**config.mk**
```make
export PLATFORM = sky130hd
export DESIGN_NAME = fetch_stage
export DESIGN_NICKNAME = d
export VERILOG_FILES = /design/src/rtl/fetch_stage.sv
export SDC_FILE = /design/constraint.sdc
export NUM_CORES = 1
export LEC_CHECK = 0
export CORE_MARGIN = 5
export CORE_UTILIZATION = 50
export DETAILED_ROUTE_END_ITERATION = 12
export GPL_ROUTABILITY_DRIVEN = 0
export PLACE_DENSITY = 0.85
export SYNTH_ARGS = -nofsm -noshare
export SYNTH_HDL_FRONTEND = slang
export SYNTH_SLANG_ARGS = --single-unit
```
**constraint.sdc**
```tcl
create_clock -name clk -period 4.4 [get_ports clk]
set_input_delay 0.88 -clock clk [delete_from_list [all_inputs] [get_ports clk]]
set_output_delay 0.88 -clock clk [all_outputs]
set_load 0.02 [all_outputs]
```
**src/rtl/fetch_stage.sv**
```systemverilog
// Instruction-fetch front end: owns the PC, drives a one-cycle-latency
// synchronous instruction memory, buffers returned words in a small skid FIFO
// and presents a valid-qualified instruction with its PC to decode.
// Branch redirects flush the FIFO and drop any response still in flight.
module fetch_stage #(
  parameter int                  PC_WIDTH   = 32,
  parameter int                  INST_WIDTH = 32,
  parameter logic [PC_WIDTH-1:0] RESET_PC   = '0,
  parameter int                  DEPTH      = 2
) (
  input  logic                  clk,
  input  logic                  rst,
  output logic [PC_WIDTH-1:0]   imem_addr,
  output logic                  imem_req,
  input  logic [INST_WIDTH-1:0] imem_data,
  input  logic                  redirect,
  input  logic [PC_WIDTH-1:0]   redirect_target,
  input  logic                  stall,
  output logic                  inst_valid,
  output logic [INST_WIDTH-1:0] inst,
  output logic [PC_WIDTH-1:0]   inst_pc
);

  // One buffered instruction together with the address it was fetched from.
  typedef struct packed {
    logic [INST_WIDTH-1:0] inst;
    logic [PC_WIDTH-1:0]   pc;
  } entry_t;

  // Count spans 0..DEPTH; occupancy adds the in-flight request on top of that.
  localparam int CW = $clog2(DEPTH + 1);
  localparam int AW = $clog2(DEPTH);
  localparam int OW = CW + 1;

  logic [PC_WIDTH-1:0] pc_q;
  logic                infl_q;
  logic [PC_WIDTH-1:0] infl_pc_q;

  // Entry 0 is always the head; later entries shift down on a pop.
  entry_t              fifo_q [DEPTH];
  logic [CW-1:0]       count_q;

  logic                pop;
  logic                push;
  logic [OW-1:0]       occupancy;
  logic [AW-1:0]       push_idx;

  // Handshake decode: consume, capture and issue decisions for this cycle.
  // NOTE: every output of this block is assigned unconditionally at the top,
  // so no path through it can leave a value unassigned and infer a latch.
  always_comb begin
    inst_valid = (count_q != '0);
    pop        = inst_valid & ~stall;
    push       = infl_q & ~redirect;
    // A request issued now lands in the FIFO next cycle, so it is only safe
    // if the slots already promised (buffered + in flight - leaving) leave room.
    occupancy  = OW'(count_q) + OW'(infl_q) - OW'(pop);
    imem_req   = ~rst & ~redirect & (occupancy < OW'(DEPTH));
    // After a simultaneous pop the tail moves down by one slot.
    push_idx   = AW'(count_q - CW'(pop));
  end

  assign imem_addr = pc_q;
  assign inst      = fifo_q[0].inst;
  assign inst_pc   = fifo_q[0].pc;

  // Program counter and the single outstanding memory request.
  // NOTE: state registers use non-blocking assignments so every flop samples
  // the pre-edge values of its peers, independent of statement order.
  always_ff @(posedge clk) begin
    if (rst) begin
      pc_q      <= RESET_PC;
      infl_q    <= 1'b0;
      infl_pc_q <= '0;
    end else if (redirect) begin
      pc_q      <= redirect_target;
      infl_q    <= 1'b0;
    end else if (imem_req) begin
      pc_q      <= pc_q + PC_WIDTH'(1);
      infl_q    <= 1'b1;
      infl_pc_q <= pc_q;
    end else begin
      infl_q    <= 1'b0;
    end
  end

  // Skid FIFO: shift on pop, append the returning word at the tail.
  // NOTE: the storage is reset because the head entry drives inst/inst_pc
  // directly and those outputs must read as zero out of reset.
  always_ff @(posedge clk) begin
    if (rst) begin
      count_q <= '0;
      for (int i = 0; i < DEPTH; i++) begin
        fifo_q[i] <= '0;
      end
    end else if (redirect) begin
      // Entries are left in place so the outputs simply hold while invalid.
      count_q <= '0;
    end else begin
      // Popping the last entry leaves the head untouched, so inst/inst_pc
      // keep their last value while the FIFO is empty.
      if (pop) begin
        for (int i = 0; i < DEPTH - 1; i++) begin
          if (i + 1 < int'(count_q)) begin
            fifo_q[i] <= fifo_q[i + 1];
          end
        end
      end
      if (push) begin
        fifo_q[push_idx] <= '{inst: imem_data, pc: infl_pc_q};
      end
      case ({push, pop})
        2'b10:   count_q <= count_q + CW'(1);
        2'b01:   count_q <= count_q - CW'(1);
        default: count_q <= count_q;
      endcase
    end
  end

endmodule

```
# ---- Yosys cells after proc, flatten, opt, wreduce, memory -nomap -nowiden
# Memories as Yosys holds them, arrays and structs flattened.
# Cells that the tools add are included.
dict set report op_classes {
  addsub 6
  order_cmp 2
  eq_ne 2
  muxes 19
  n_bitwise 8
  reduce_logical 6
}
# operator count
set op_table {}
lappend op_table {{64-bit two-way mux} 2}
lappend op_table {{32-bit two-way mux} 2}
lappend op_table {{64-bit OR reduction} 1}
lappend op_table {{32-bit by 1-bit adder with 32-bit output, second input constant} 1}
lappend op_table {{1-bit two-way mux} 14}
lappend op_table {{2-bit nonzero test} 3}
lappend op_table {{1-bit AND} 4}
lappend op_table {{2-bit one-hot mux with 2 select lines} 1}
lappend op_table {{2-bit by 1-bit adder with 3-bit output} 1}
lappend op_table {{3-bit by 2-bit < comparator with 1-bit output, second input constant} 1}
lappend op_table {{1-bit NOT} 3}
lappend op_table {{3-bit by 1-bit subtractor with 3-bit output} 1}
lappend op_table {{2-bit by 1-bit adder with 2-bit output, second input constant} 1}
lappend op_table {{2-bit by 1-bit == test with 1-bit output, second input constant} 1}
lappend op_table {{2-bit == test, second input constant} 1}
lappend op_table {{1-bit by 2-bit < comparator with 1-bit output, first input constant} 1}
lappend op_table {{2-bit AND reduction} 1}
lappend op_table {{2-bit OR reduction} 1}
lappend op_table {{2-bit by 1-bit subtractor with 2-bit output, second input constant} 1}
lappend op_table {{1-bit bitwise OR} 1}
lappend op_table {{1-bit subtractor} 1}
dict set report totals {
  regBits 67
  ramBits 128
  output_inout_bits 98
  elab_cells 48
  memories 1
}
# name words width rd rd_clocked_by_memory_dff wr line
set memory_table {}
lappend memory_table {fifo_q 2 64 2 0 2 40} ;# entry_t fifo_q [DEPTH];

# ---- Depth between registers and ports, before layout
# Gate-level depths: netlist (run 1).
dict set report logic_depth {
  word_depth 8
  depth_mapped 12
}

# ---- Worst setup path before layout (run 1)
# No wires, ideal clock.
dict set report synth_path {
  path_type {in2out}
  start {input stall}
  end {output imem_req}
  arrival_time_ns 2.853
  t_required_ns 3.520
  slack_ns 0.667
  cell_stages 8
  n_path_buf 1
  cell_sequence {nor2_1 xnor2_1 nand2_1 fa_1 xnor2_1 nand3_1 inv_2 buf_1}
}
dict set report synth_between {
  elab_chain_cells 5
}
# item line
set synth_lines {}
lappend synth_lines {{start: declaration} 18} ;# input logic stall,
lappend synth_lines {{1-bit NOT} 53} ;# pop = inst_valid & ~stall;
lappend synth_lines {{1-bit AND} 53}
lappend synth_lines {{3-bit by 1-bit subtractor with 3-bit output} 57} ;# occupancy = OW'(count_q) + OW'(infl_q) - OW'(pop);
lappend synth_lines {{3-bit by 2-bit < comparator with 1-bit output} 58} ;# imem_req = ~rst & ~redirect & (occupancy < OW'(DEPTH));
lappend synth_lines {{1-bit AND} 58}
lappend synth_lines {{end: declaration} 14} ;# output logic imem_req,
# Every way passes these cells.

# ---- Worst setup path in the final report (run 1)
# Ends and elaborated chain as after synthesis.

==> results.py, run 1 <==
metrics = {
    "placed_design": {
        "place_hpwl_um": 13100,
        "numPortBuffers": 165,
    },
    "die": {
        "fp.dieW_um": 138,
        "io_pins": 166,
        "start_util_pct": 51.0,
        "fp.dieH_um": 138,
        "dieArea_um2": 18900,
        "core_area_um2": 15900,
        "rows": 46,
    },
    "worst_setup_path": {
        "cp_max_fo": 3,
        "worstPathCellList": "clkdlybuf4s50_1 > nor2_2 > xnor2_1 > nand2_1 > fa_1 > xnor2_2 > nand3_2 > inv_2 > clkdlybuf4s50_1",
        "reg2reg_from": "count_q[1]$_SDFFE_PP0P_",
        "required_ps": 3520,
        "critPathBufInv": 3,
        "regToRegSetupSlack_ps": 790,
        "worstReg2RegEnd": "imem_addr[25]$_SDFFE_PP0P_",
        "cp-end-kind": "primary output",
        "crit_slowest_cell": "clkdlybuf4s50_1",
        "path_delay_family": "buffers and inverters",
        "rr_worst_depth": 12,
        "max_stage_delay_ps": 610,
        "crit_top_cell": "clkdlybuf4s50_1",
        "crit_arrival_ps": 3340,
        "cp-start-kind": "primary input",
        "critical_path_class": "primary input to primary output",
    },
    "sta": {
        "setup_viol": 0,
        "fin_crit_sh_pct": 95.9,
        "fin_skew_ps": 8.09,
        "finalHoldViolations": 0,
        "rsz0062_at_grt": "false",
        "worst_pin_slew_ps": 896,
        "period_needed_ps": 4220,
        "maxSlewViolCount": 0,
        "setup_tns_ps": 0,
        "max_freq_mhz": 237,
        "relSlewSlack_pct": 40.3,
        "worst_hold_slack_ps": 471,
    },
    "clock_network": {
        "cts_tree": "yes",
        "cts_buffers": 17,
        "htree_levels": 4,
        "cts_hold_buf": 0,
        "cts-root-buf": "clkbuf_16",
        "clk_path_buf_depth": 2,
        "insertion_delay_ps": 420,
        "path_clk_slew_ps": 60,
        "clock-sinks": 195,
    },
    "outcome": {
        "outcome": "finished clean",
    },
    "min_path": {
        "worst_hold_startpoint": "infl_pc_q[28]$_SDFFE_PP0P_",
        "hold_class": "flip-flop to flip-flop",
        "hold_path_depth": 2,
        "holdPathEnd": "infl_pc_q[28]$_SDFFE_PP0P_",
    },
    "synthesis": {
        "synth_edf_count": 128,
        "ys_types": 41,
        "synth-seq-cells": 195,
        "ys_seq_area_share_pct": 63.8,
        "synth_warnings": 0,
        "ys.flop_type": "edfxtp_1",
        "netlist_area_um2": 8130,
        "synthCells": 698,
        "postSynthAreaPerCell_um2": 11.6,
        "synthesis.nets": 771,
        "async_flop_share_pct": 0,
    },
    "grt": {
        "met1_usage_pct": 26.7,
        "grt_pass1_wl_um": 30200,
        "grt_pass1_vias": 5734,
        "grtUsageMet3_pct": 5.11,
        "grt_antenna_before_repair": 1,
        "track_usage_pct": 20.7,
        "gr-max-usage-layer": "met2",
        "grt_max_degree": 65,
        "grt_overflow_total": 0,
        "met2_usage_pct": 34.1,
    },
    "finish": {
        "synthToLayoutAreaGrowth_pct": 30.7,
        "nets": 920,
        "final_common_cell": "clkdlybuf4s50_1",
        "final_cell_mix": "164 x clkdlybuf4s50_1, 128 x edfxtp_1, 96 x nand2_1",
        "drive_gt1_share_pct": 6.86,
    },
    "route": {
        "drc_errors": 0,
        "num_vias": 6006,
        "routed_wl_um": 19300,
        "ant_nets": 0,
        "wire_per_inst_um": 17.9,
        "via_per_inst": 5.58,
        "drtIter0Drc": 450,
        "first_pass_iters": 5,
    },
    "power_and_ir_drop": {
        "power_leakage_uw": 0.00372,
        "p_total_uw": 4130,
        "ir_drop_v": 0.000293,
        "powerDensity_nw_per_um2": 389,
    },
    "run": {
        "max_cap_viol_count": 0,
    },
}
==> synth_stat cells, drive strengths merged, types with 2 or more instances <==
master | number | share of area [%]
a22o | 64 | 6.9
ha | 4 | 0.62
o311ai | 4 | 0.43
nand4 | 10 | 0.85
nor2 | 11 | 0.51
mux2i | 3 | 0.37
nor4 | 7 | 0.54
buf | 7 | 0.34
inv | 12 | 0.55
clkbuf | 42 | 1.9
a31oi | 11 | 0.85
mux2 | 2 | 0.28
and3 | 6 | 0.46
xor2 | 4 | 0.43
or4 | 3 | 0.32
a21oi | 53 | 3.3
and4 | 2 | 0.22
nand2 | 96 | 4.4
xnor2 | 17 | 1.8
o22ai | 10 | 0.77
or2 | 3 | 0.23
dfxtp | 67 | 16
nand3 | 19 | 1.2
or3 | 6 | 0.46
nor3 | 16 | 0.98
edfxtp | 128 | 47
a211oi | 4 | 0.37
and2 | 73 | 5.6
o211ai | 6 | 0.55
==> per-layer routing <==
metal	up-vias	share of wire (%)
li1	2864	-
met1	2885	41
met2	239	49
met3	18	8.8
met4	0	1.6
met5	-	0
==> how the worst max path moves through the flow <==
stage	startpoint	endpoint	slack, ps	cells past startpoint
3_3_place_gp	stall	imem_req	190	9
6_report	stall	imem_req	180	9
2_1_floorplan	stall	imem_req	670	8
4_1_cts	stall	imem_req	80	9
5_1_grt	count_q[1]$_SDFFE_PP0P_	imem_req	30	10
3_5_place_dp	stall	imem_req	100	9
==> final cells by class <==
class,count,area (um^2)
fillers,1160,5320
diodes,1,2.50
clock buffers,18,429
repair buffers,179,1750
inverters,12,45.0
well taps,216,270
clock inverters,14,184
flip-flops and latches,195,5180
multi-input cells,442,2760
==> stage by stage <==
step	area [um^2]	utilization, %	setup slack (ps)	cells
after global routing	10600	66.6	31.5	1077
after global placement	10000	62.7	192	1044
after detailed placement	10000	62.7	103	1044
after CTS	10600	66.6	82.6	1076
after floorplan	8130	-	667	698
final	10600	66.6	181	1077
==> cell families after synthesis <==
| logic type | Yosys count | synth area share, % |
|---|---|---|
| simple gates | 255 | 16.1 |
| compound gates | 156 | 13.6 |
| xor+xnor | 21 | 2.26 |
| buf+inv | 61 | 2.83 |
| mux | 5 | 0.646 |
| flops | 195 | 63.8 |
| fa+ha+maj | 5 | 0.862 |
==> worst min-delay path, cell delays in order (launching register included) <==
cell and delay (ps):
dfxtp_1 320, nand2_1 50, a21oi_1 50
==> registers in the layout (all words and copies together) (netlist names) <==
register,cells
fifo_q,128
imem_addr,32
infl_pc_q,32
count_q,2
infl_q,1
==> power breakdown <==
part	switching (uW)	internal [uW]	leakage [uW]	total (uW)
Sequential	63.1	2030	0.00187	2100
Combinational	244	200	0.00156	443
Clock	646	948	0.000288	1590
Total	952	3180	0.00372	4130
==> timing repair <==
item / in CTS / in global routing
resized for setup: 0 / 2
buffers inserted: 0 / 0
setup endpoints to repair: 0 / 1
Power figures use the tool's default switching activity.
==> run 2: changes to the inputs <==
--- a/config.mk
+++ b/config.mk
@@ -5,6 +5,7 @@
 export SDC_FILE = /design/constraint.sdc
 export NUM_CORES = 1
 export LEC_CHECK = 0
+export CAP_MARGIN = 20
 export CORE_MARGIN = 5
 export CORE_UTILIZATION = 50
 export DETAILED_ROUTE_END_ITERATION = 12
==> results of run 2 <==
No change in the layout: final DEF, timing and power equal those of run 1.
==> run 3: changes to the inputs <==
--- a/config.mk
+++ b/config.mk
@@ -8,6 +8,7 @@
 export CAP_MARGIN = 20
 export CORE_MARGIN = 5
 export CORE_UTILIZATION = 50
+export CTS_CLUSTER_SIZE = 12
 export DETAILED_ROUTE_END_ITERATION = 12
 export GPL_ROUTABILITY_DRIVEN = 0
 export PLACE_DENSITY = 0.85
==> results of run 3 <==
No change in the layout: final DEF, timing and power equal those of run 1.
